--- src/rtl/rr_req_arbiter.sv ---
// ---------------------------------------------------------------------------
// rr_req_arbiter
//   Round-robin arbiter that shares one resource among N requesters.
//   A grant is held while its owner keeps requesting, but never longer than
//   MAX_HOLD consecutive cycles. Priority rotates: the search for the next
//   winner starts at a pointer that moves past the previous owner, so no
//   requester can starve.
//
// Ports
//   clk        in   1     rising-edge clock
//   rst        in   1     asynchronous, active-high reset
//   req        in   N     request bits, req[i]=1 -> requester i wants access
//   gnt        out  N     one-hot grant, all zero when idle
//   gnt_idx    out  IDXW  binary index of the owner (valid when gnt_valid=1)
//   gnt_valid  out  1     a grant is active (equals |gnt)
//   timeout    out  1     one-cycle pulse: grant revoked by the MAX_HOLD limit
// ---------------------------------------------------------------------------
module rr_req_arbiter #(
    parameter int N        = 8,
    parameter int IDXW     = 3,
    parameter int MAX_HOLD = 16
) (
    input  logic            clk,
    input  logic            rst,
    input  logic [N-1:0]    req,
    output logic [N-1:0]    gnt,
    output logic [IDXW-1:0] gnt_idx,
    output logic            gnt_valid,
    output logic            timeout
);

    localparam int HW = (MAX_HOLD > 2) ? $clog2(MAX_HOLD) : 1;
    localparam logic [HW-1:0]   HOLD_LAST = HW'(MAX_HOLD - 1);
    localparam logic [IDXW-1:0] IDX_LAST  = IDXW'(N - 1);

    typedef enum logic {
        ST_IDLE  = 1'b0,
        ST_GRANT = 1'b1
    } state_t;

    state_t          state_q;
    logic [IDXW-1:0] ptr_q;
    logic [HW-1:0]   hold_cnt_q;
    logic [N-1:0]    gnt_q;
    logic [IDXW-1:0] gnt_idx_q;
    logic            gnt_valid_q;
    logic            timeout_q;

    logic            win_found_d;
    logic [IDXW-1:0] win_idx_d;
    logic [IDXW-1:0] ptr_d;
    logic            owner_req_d;

    // Rotating priority search: returns {found, index} of the first set bit
    // visiting ptr, ptr+1, ..., N-1, 0, ..., ptr-1. The loop runs from the
    // farthest offset down so the nearest set bit is the last one written.
    function automatic logic [IDXW:0] rr_pick(input logic [N-1:0]    r,
                                              input logic [IDXW-1:0] p);
        logic [IDXW:0]   res;
        logic [IDXW:0]   sum;
        logic [IDXW-1:0] idx;
        res = '0;
        for (int k = N - 1; k >= 0; k--) begin
            sum = {1'b0, p} + (IDXW + 1)'(k);
            if (sum >= (IDXW + 1)'(N)) begin
                sum = sum - (IDXW + 1)'(N);
            end else begin
                sum = sum;
            end
            idx = sum[IDXW-1:0];
            if (r[idx]) begin
                res = {1'b1, idx};
            end else begin
                res = res;
            end
        end
        return res;
    endfunction

    // Winner of the current request vector, next pointer after the owner,
    // and whether the current owner is still requesting.
    always_comb begin
        {win_found_d, win_idx_d} = rr_pick(req, ptr_q);
        if (gnt_idx_q == IDX_LAST) begin
            ptr_d = '0;
        end else begin
            ptr_d = gnt_idx_q + IDXW'(1);
        end
        owner_req_d = req[gnt_idx_q];
    end

    // Arbitration FSM with registered grant outputs.
    always_ff @(posedge clk or posedge rst) begin
        if (rst) begin
            state_q     <= ST_IDLE;
            ptr_q       <= '0;
            hold_cnt_q  <= '0;
            gnt_q       <= '0;
            gnt_idx_q   <= '0;
            gnt_valid_q <= 1'b0;
            timeout_q   <= 1'b0;
        end else begin
            case (state_q)
                ST_IDLE: begin
                    timeout_q <= 1'b0;
                    if (win_found_d) begin
                        gnt_q       <= {{(N-1){1'b0}}, 1'b1} << win_idx_d;
                        gnt_idx_q   <= win_idx_d;
                        gnt_valid_q <= 1'b1;
                        hold_cnt_q  <= '0;
                        state_q     <= ST_GRANT;
                    end else begin
                        gnt_q       <= '0;
                        gnt_valid_q <= 1'b0;
                        state_q     <= ST_IDLE;
                    end
                end
                ST_GRANT: begin
                    // Releasing takes precedence over the hold limit: a
                    // voluntary drop on the last allowed cycle is no timeout.
                    if (!owner_req_d) begin
                        gnt_q       <= '0;
                        gnt_valid_q <= 1'b0;
                        timeout_q   <= 1'b0;
                        ptr_q       <= ptr_d;
                        state_q     <= ST_IDLE;
                    end else if (hold_cnt_q == HOLD_LAST) begin
                        gnt_q       <= '0;
                        gnt_valid_q <= 1'b0;
                        timeout_q   <= 1'b1;
                        ptr_q       <= ptr_d;
                        state_q     <= ST_IDLE;
                    end else begin
                        hold_cnt_q  <= hold_cnt_q + HW'(1);
                        timeout_q   <= 1'b0;
                        state_q     <= ST_GRANT;
                    end
                end
                default: begin
                    state_q     <= ST_IDLE;
                    gnt_q       <= '0;
                    gnt_valid_q <= 1'b0;
                    timeout_q   <= 1'b0;
                    hold_cnt_q  <= '0;
                end
            endcase
        end
    end

    assign gnt       = gnt_q;
    assign gnt_idx   = gnt_idx_q;
    assign gnt_valid = gnt_valid_q;
    assign timeout   = timeout_q;

endmodule

--- config.mk ---
export PLATFORM = sky130hd
export DESIGN_NAME = rr_req_arbiter
export DESIGN_NICKNAME = d
export VERILOG_FILES = /design/src/rtl/rr_req_arbiter.sv
export SDC_FILE = /design/constraint.sdc
export NUM_CORES = 1
export LEC_CHECK = 0
export CAP_MARGIN = 25
export CORE_AREA = 2 2 63 65
export CTS_BUF_LIST = sky130_fd_sc_hd__clkbuf_4 sky130_fd_sc_hd__clkbuf_8
export DETAILED_ROUTE_END_ITERATION = 6
export DIE_AREA = 0 0 65 67
export PLACE_DENSITY = 0.89
export SYNTH_ARGS = -nofsm -noshare
export SYNTH_HDL_FRONTEND = slang
export SYNTH_SLANG_ARGS = --single-unit
--- constraint.sdc ---
create_clock -name clk -period 4.21 [get_ports clk]
set_input_delay 0.842 -clock clk [delete_from_list [all_inputs] [get_ports clk]]
set_output_delay 0.842 -clock clk [all_outputs]
set_load 0.03 [all_outputs]
-- Yosys cells after proc, flatten, opt, wreduce, memory -nomap -nowiden
Cells that the tools add are included.
- register bits: 21
- word-level logic and storage cells: 108
- $lt $le $gt $ge: 17
- bitwise operators: 1
- shifts and indexed selects: 1
- multiplexer cells: 55
- eq/ne operators: 7
- reduce and logical (&&, ||, !) cells: 3
- add/subtract/negate cells: 17
- operators by type and width (operator ; count):
    4-bit 2-to-1 mux ; 11
    3-bit by 4-bit less-than comparator with 1-bit output (second input constant) ; 9
    3-bit 2-to-1 mux ; 11
    4-bit greater-or-equal comparator (second input constant) ; 7
    1-bit binary-select mux with 3-bit select ; 9
    8-bit 2-to-1 mux ; 3
    3-bit by 1-bit subtractor with 3-bit output (second input constant) ; 8
    3-bit by 3-bit adder with 4-bit output (second input constant) ; 4
    1-bit 2-to-1 mux ; 16
    8-bit case mux with 2 select lines ; 1
    3-bit by 2-bit adder with 4-bit output (second input constant) ; 2
    4-bit case mux with 2 select lines ; 1
    1-bit by 3-bit left shift with 8-bit output (first input constant) ; 1
    1-bit case mux with 2 select lines ; 3
    3-bit by 1-bit adder with 4-bit output (second input constant) ; 1
    4-bit by 1-bit adder with 4-bit output (second input constant) ; 1
    4-bit == test (second input constant) ; 1
    3-bit by 4-bit greater-or-equal comparator with 1-bit output (second input constant) ; 1
    2-bit by 1-bit inequality test with 1-bit output (second input constant) ; 2
    2-bit inequality test (second input constant) ; 2
    2-bit AND reduction ; 2
    3-bit by 1-bit adder with 3-bit output (second input constant) ; 1
    3-bit == test (second input constant) ; 1
    3-bit by 2-bit inequality test with 1-bit output (second input constant) ; 1
    2 further kinds ; 2

-- Depth between registers and ports, before layout
Gate-level depths: netlist of run 1.
- depth after elaboration: 16
- depth in mapped cells: 14
- mapped depth without buffers: 10

-- Worst setup path before layout of run 1
No wires, ideal clock.
- path type: register to register
- from: register ptr_q[1]
- to: register gnt_q[0] (netlist: gnt[0])
- clock period less this slack: 3.431 ns
- data required time: 4.142 ns
- arrival time: 3.363 ns
- cell stages (with the launch flop): 15
- setup slack: 0.779 ns
- cell sequence: dfrtp_1 > buf_2 > buf_2 > buf_2 > inv_1 > ha_1 > buf_6 > mux2_2 > a221oi_1 > o21a_1 > o21ai_0 > a31oi_2 > nor4_2 > nor4_4 > a32o_1
- cells in the longest elaborated chain, start to end: 16
- elaborated cells between the ends (all ways): 58
- classes of those cells: 15 x add/sub; 8 x order compare; 1 x shift; 34 x mux
- ends and longest elaborated chain (what ; RTL line ; RTL):
    start, declared ; 42 ; logic [IDXW-1:0] ptr_q;
    start signal, assigned ; 125 ; ptr_q <= ptr_d;
    start signal, assigned ; 131 ; ptr_q <= ptr_d;
    3-bit by 3-bit adder with 4-bit output ; 64 ; sum = {1'b0, p} + (IDXW + 1)'(k);
    4-bit greater-or-equal comparator or 3-bit by 1-bit subtractor with 3-bit output (tied branches) ; 65, 66 ;
    3-bit 2-to-1 mux ; 65 ; if (sum >= (IDXW + 1)'(N)) begin
    1-bit binary-select mux with 3-bit select ; 71 ; if (r[idx]) begin
    1-bit 2-to-1 mux (not written as such) ; 71 ;
    4-bit 2-to-1 mux (7 in series) ; 71 ;
    4-bit 2-to-1 mux * ; 71 ;
    1-bit by 3-bit left shift with 8-bit output ; 107 ; gnt_q <= {{(N-1){1'b0}}, 1'b1} << win_idx_d;
    8-bit 2-to-1 mux * ; 106 ; if (win_found_d) begin
    8-bit case mux with 2 select lines * ; 103 ; case (state_q)
    end signal, assigned ; 107 ;
    end, declared ; 44 ; logic [N-1:0] gnt_q;
Mark *: on every way between the ends. The rest lies on a longest branch, timed or not. The select of a mux whose other input is x is not followed.
A chain may end at the register's enable or synchronous reset.

-- Worst setup path after layout of run 1
- from: register ptr_q[0]
- to: register gnt_q[2] (netlist: gnt[2])
The elaborated chain is that of the path after synthesis.

==> impl_metrics.csv, run 1 <==
group,metric,value,unit
worst_hold_path,min_path_type,"register to register",
yosys,synth-seq-area-share,0.252,
cts,cts_sinks,21,
floorplanning,die_x,65,um
yosys,syn-instance-count,210,
layout,final_util,0.653,
placed_design,port_buffers,22,
critical_path,critPathLaunch,"ptr_q[0]$_DFFE_PP0P_",
critical_path,path_cells,"clkinv_1 -> ha_1 -> mux2_2 -> a221oi_1 -> o21a_1 -> o21ai_0 -> a31oi_2 -> nor4_2 -> nor4_4 -> a32o_1",
yosys,syn_area,2080,um2
worst_hold_path,holdPathEnd,"gnt[6]$_DFFE_PP0P_",
placed_design,hpwl,3440,um
layout,final_common_cell,"clkdlybuf4s50_1",
cts,cts_resized,0,
sta,fmax,0.280,GHz
global_route,grt_pass1_wl,8230,um
routing,ant_nets,0,
cts,cts_hold_buf,0,
critical_path,path_delay_family,"compound AO/OA/AOI/OAI gates",
sta,tns,0,ps
floorplanning,std_cell_rows,22,
critical_path,start_kind,"register",
sta,timing.final.hold_violations,0,
routing,viasPerCell,6.68,
sta,finalCritPeriodShare,0.849,
yosys,ys_seq_elements,21,
floorplanning,io_pins,23,
yosys,synth_nets,225,
critical_path,crit_buf_inv,1,
global_route,grtUsageTotal,0.244,
yosys,synth_warnings,0,
layout,nFillCells,276,
cts,post-cts-setup-buffers,0,
layout,nets,239,
outcome,status,"complete, no violations",
global_route,grt_max_degree,27,
routing,drc,0,
floorplanning,die_y,67,um
critical_path,cp-end-kind,"register",
worst_hold_path,worstHoldPathCells,2,
yosys,syn_avg_cell_area,9.93,um2
routing,avgRoutedWirePerCell,18.1,um
routing,vias,1809,
floorplanning,start_util,0.578,
sta,setup_violations,0,
layout,area_delta_synth_final,13.0,%
cts,cts_max_level,1,
layout,layout_common_cells,"clkdlybuf4s50_1 (22), dfrtp_1 (21), nand2_1 (20)",
critical_path,crit-reg2reg-launch,"ptr_q[0]$_DFFE_PP0P_",
routing,drt_wl_total,4900,um
sta,drv_slew,0,
routing,dr.pass1.iters,4,
cts,clock_latency,260,ps
critical_path,critPathRequiredTime,4410,ps
cts,clkTransAtPathRegs,80,ps
yosys,synth_edf_count,0,
global_route,grt_overflow,0,
sta,finalClockSkew,3.52,ps
layout,diodes,0,
sta,post-route-min-period,3570,ps
yosys,ys_types,54,
critical_path,r2r_setup_slack,640,ps
placed_design,gp_congestion,0.957,
sta,tightest_slew,889,ps
critical_path,cpMaxStageDelayCell,"ha_1",
cts,clockBufferDepth,2,
yosys,async_flop_share,1.00,
cts,cts_buffers,3,
flow_run,maxCapViolCount,0,
sta,relSlewSlack,0.407,
sta,grt_setup_unrepaired,"no",
global_route,antenna_found_initial,0,
cts,cts_tree,"yes",
worst_hold_path,hp-start,"gnt[6]$_DFFE_PP0P_",
routing,drt_iter0_drc,91,
global_route,grt_pass1_vias,1764,
critical_path,reg2reg_depth,10,
critical_path,cp_slowest_stage_delay,680,ps
floorplanning,die_area,4360,um2
yosys,synth-main-ff-cell,"dfrtp_1",
critical_path,crit_arrival,3770,ps
critical_path,cp_max_fo,12,
floorplanning,coreArea,3610,um2
critical_path,crit_type,"register to register",
critical_path,r2r_end,"gnt[2]$_DFFE_PP0P_",
layout,drive_gt1_frac,0.206,
cts,cts_root_buf,"clkbuf_8",
## per-layer routing
layer,GRT usage,part of all wire
met5,0,0
met4,0.0931,0.010
met3,0.0507,0.063
met2,0.374,0.49
met1,0.340,0.43
## cell usage after synthesis (2+ instances only)
library cell  count  area (um2)
and2_1            2        12.5
ha_1              5        62.6
buf_6             2        22.5
mux2i_1           8        80.1
inv_1             7        26.3
a221oi_1          2        17.5
xor2_1            3        26.3
a21oi_1          11        55.1
nor3_1            4        20.0
nand3_1          10        50.1
mux2_2           13         146
a211oi_1          3        22.5
o31ai_1           3        22.5
nand2b_1          3        18.8
nor2_1           14        52.6
clkbuf_1          7        26.3
mux4_1            3        78.8
xnor2_1           3        26.3
buf_2             8        40.0
and3_1            2        12.5
a21o_1            2        15.0
dfrtp_1          21         526
nand2_1          20        75.1
a32o_1            2        20.0
a22o_1            2        17.5
nor2b_1           3        18.8
mux4_2           12         270
o21ai_0           9        45.0
## tightest hold or removal path: stages (launching register included)
cell and delay [ps]:
dfrtp_1 350, nand2_1 40, o21ai_0 60
## worst max-delay path by stage
stage / end / depth (start not counted) / slack (ps)
4_1_cts: gnt[2]$_DFFE_PP0P_ / 10 / 640
3_3_place_gp: gnt[2]$_DFFE_PP0P_ / 9 / 480
6_report: gnt[2]$_DFFE_PP0P_ / 10 / 640
5_1_grt: gnt[4]$_DFFE_PP0P_ / 10 / 330
2_1_floorplan: gnt[0]$_DFFE_PP0P_ / 14 / 780
3_5_place_dp: gnt[2]$_DFFE_PP0P_ / 9 / 440
## kinds of logic (layout without fill, tap and decap cells)
logic type | after synthesis | count (layout) | synth area share
flops | 21 | 21 | 0.252
xor+xnor | 6 | 6 | 0.0252
compound gates | 50 | 50 | 0.190
simple gates | 67 | 67 | 0.170
fa+ha+maj | 5 | 5 | 0.0300
mux | 36 | 36 | 0.276
buf+inv | 25 | 38 | 0.0570
## state kept, by name (all words and copies together) (netlist names)
signal and flops:
hold_cnt_q 4, gnt_valid 1, gnt_idx 3, gnt 8
state_q 1, ptr_q 3, timeout 1
## through the flow
stage / setup WS (ps) / hold slack (ps) / cell area (um2) / instances
after detailed placement: 440 / 472 / 2310 / 267
after global routing: 327 / 519 / 2350 / 271
after global placement: 475 / 460 / 2310 / 267
final: 636 / 486 / 2350 / 271
after floorplan: 779 / 478 / 2080 / 210
after CTS: 638 / 489 / 2350 / 271
## cell type report
type,count,area (um2),area share
well taps,48,60.1,0.0255
inverters,8,30.0,0.0128
multi-input cells,164,1440,0.612
flip-flops and latches,21,526,0.223
repair buffers,26,250,0.106
clock buffers,4,48.8,0.0207
Power of run 1 is not shown: default switching activity piles up to over one toggle a cycle in this logic, so the estimate is an artifact.
==> run 2: changes to the inputs <==
==> constraint.sdc (replaced) <==
create_clock -name clk -period 3.4 [get_ports clk]
set_input_delay 0.68 -clock clk [delete_from_list [all_inputs] [get_ports clk]]
set_output_delay 0.68 -clock clk [all_outputs]
set_load 0.03 [all_outputs]
==> run 2 against run 1 <==
Cell area increased by 4.6%. First-iteration DRC count increased by 60%. Global-route usage increased by 0.29 points. Count of clock-buffer cells in the layout unchanged. Critical path type is now primary input to register. Die area unchanged. Via count increased by 0.61%. Register-to-register slack got worse by 450 ps. Final cell count increased by 5.2%. Routed wire length decreased by 1.1%. Hold slack got worse by 4.3 ps.
==> impl_metrics.csv, run 2 (synthesized netlist as in run 1, its figures left out) <==
group,metric,value,unit
outcome,status,"complete, no violations",
floorplanning,die_y,67,um
layout,largest_reg_flops,8,
sta,finalCritPeriodShare,0.946,
sta,hold_slack,481,ps
sta,drv_slew,0,
sta,setup_violations,0,
cts,cts_max_level,1,
global_route,antenna_found_initial,0,
sta,relSlewSlack,0.390,
placed_design,gp_congestion,0.936,
layout,layout_common_cells,"clkdlybuf4s50_1 (22), dfrtp_1 (21), nand2_1 (20)",
floorplanning,die_x,65,um
layout,drive_gt1_frac,0.257,
cts,clkTransAtPathRegs,70,ps
layout,area_delta_synth_final,18.1,%
critical_path,critPathRequiredTime,3560,ps
critical_path,cpMaxStageDelayCell,"clkdlybuf4s50_1",
critical_path,cp_max_fo,11,
layout,nets,253,
cts,cts_sinks,21,
sta,timing.final.hold_violations,0,
global_route,grt_overflow,0,
critical_path,crit_type,"primary input to register",
placed_design,hpwl,3540,um
routing,vias,1820,
floorplanning,std_cell_rows,22,
critical_path,cp_slowest_stage_delay,590,ps
layout,final_util,0.683,
critical_path,start_kind,"primary input",
critical_path,crit_arrival,3370,ps
routing,drt_wl_total,4850,um
routing,avgRoutedWirePerCell,17.0,um
worst_hold_path,min_path_type,"register to register",
cts,clockBufferDepth,2,
cts,post-cts-setup-buffers,0,
critical_path,crit_buf_inv,2,
layout,multiInputGateArea,1440,um2
critical_path,path_delay_family,"compound AO/OA/AOI/OAI gates",
routing,drc,0,
placed_design,port_buffers,22,
sta,finalClockSkew,2.92,ps
cts,cts_root_buf,"clkbuf_8",
sta,tightest_slew,914,ps
global_route,grt_pass1_wl,8370,um
routing,viasPerCell,6.39,
critical_path,path_cells,"clkdlybuf4s50_1 -> mux4_2 -> mux2_2 -> a211oi_2 -> a41oi_2 -> o31ai_4 -> inv_1 -> a32o_1",
cts,cts_buffers,3,
routing,drt_iter0_drc,146,
floorplanning,die_area,4360,um2
cts,cts_tree,"yes",
sta,grt_setup_unrepaired,"no",
sta,post-route-min-period,3220,ps
layout,diodes,0,
global_route,grt_max_degree,27,
routing,ant_nets,0,
floorplanning,coreArea,3610,um2
flow_run,maxCapViolCount,0,
layout,regArea,526,um2
layout,nFillCells,267,
cts,clock_latency,260,ps
routing,dr.pass1.iters,4,
global_route,grtUsageTotal,0.247,
global_route,grt_pass1_vias,1724,
layout,final_common_cell,"clkdlybuf4s50_1",
sta,tns,0,ps
floorplanning,io_pins,23,
floorplanning,start_util,0.578,
sta,fmax,0.311,GHz
critical_path,cp-end-kind,"register",
## run 2: worst reg2reg max path, stage by stage, from the launching register on
cell	delay, ps
dfrtp_1	350
clkinv_1	110
ha_2	470
mux4_2	570
buf_4	160
mux2i_1	350
o21ai_0	170
o22a_1	200
a41oi_2	220
o31ai_4	130
nor2b_1	160
a22o_1	200
## run 2: per-stage QoR
stage / std cells / instance area [um2] / worst slack (ps)
final: 285 / 2460 / 182
after global routing: 285 / 2460 / 15.6
after CTS: 285 / 2460 / 131
after detailed placement: 281 / 2410 / -52.7
after global placement: 281 / 2410 / -34.1
after floorplan: 210 / 2090 / 17.3
## run 2: metal layers
| layer | track usage | vias up | routed length, um |
|---|---|---|---|
| li1 | - | 853 | - |
| met5 | 0 | - | 0 |
| met3 | 0.0389 | 10 | 258 |
| met4 | 0.0452 | 0 | 68 |
| met2 | 0.401 | 57 | 2400 |
| met1 | 0.352 | 900 | 2120 |
## run 2: final timing paths
check,from,slack (ps),endpoint,cells after the start
min in group asynchronous,rst,870,gnt[1]$_DFFE_PP0P_,2
max in group asynchronous,rst,2050,ptr_q[0]$_DFFE_PP0P_,2
worst max register to register,ptr_q[0]$_DFFE_PP0P_,190,gnt[3]$_DFFE_PP0P_,11
worst min register to register,gnt_valid$_DFFE_PP0P_,480,gnt_valid$_DFFE_PP0P_,1
worst min-delay path,gnt_valid$_DFFE_PP0P_,480,gnt_valid$_DFFE_PP0P_,1
worst max-delay path,req[4],180,gnt[0]$_DFFE_PP0P_,8
## run 2: what timing repair did
| action | CTS | global route |
|---|---|---|
| hold buffers | 0 | 0 |
| gates resized for setup | 0 | 1 |
| endpoints found under the setup margin | 0 | 3 |
## run 2: cell type report
type,count,area share
clock buffer,4,0.0198
inverter,8,0.0122
multi-input combinational,164,0.586
sequential,21,0.213
tap,48,0.0244
timing repair buffer,40,0.144
Power of run 2 is left out for the same reason.
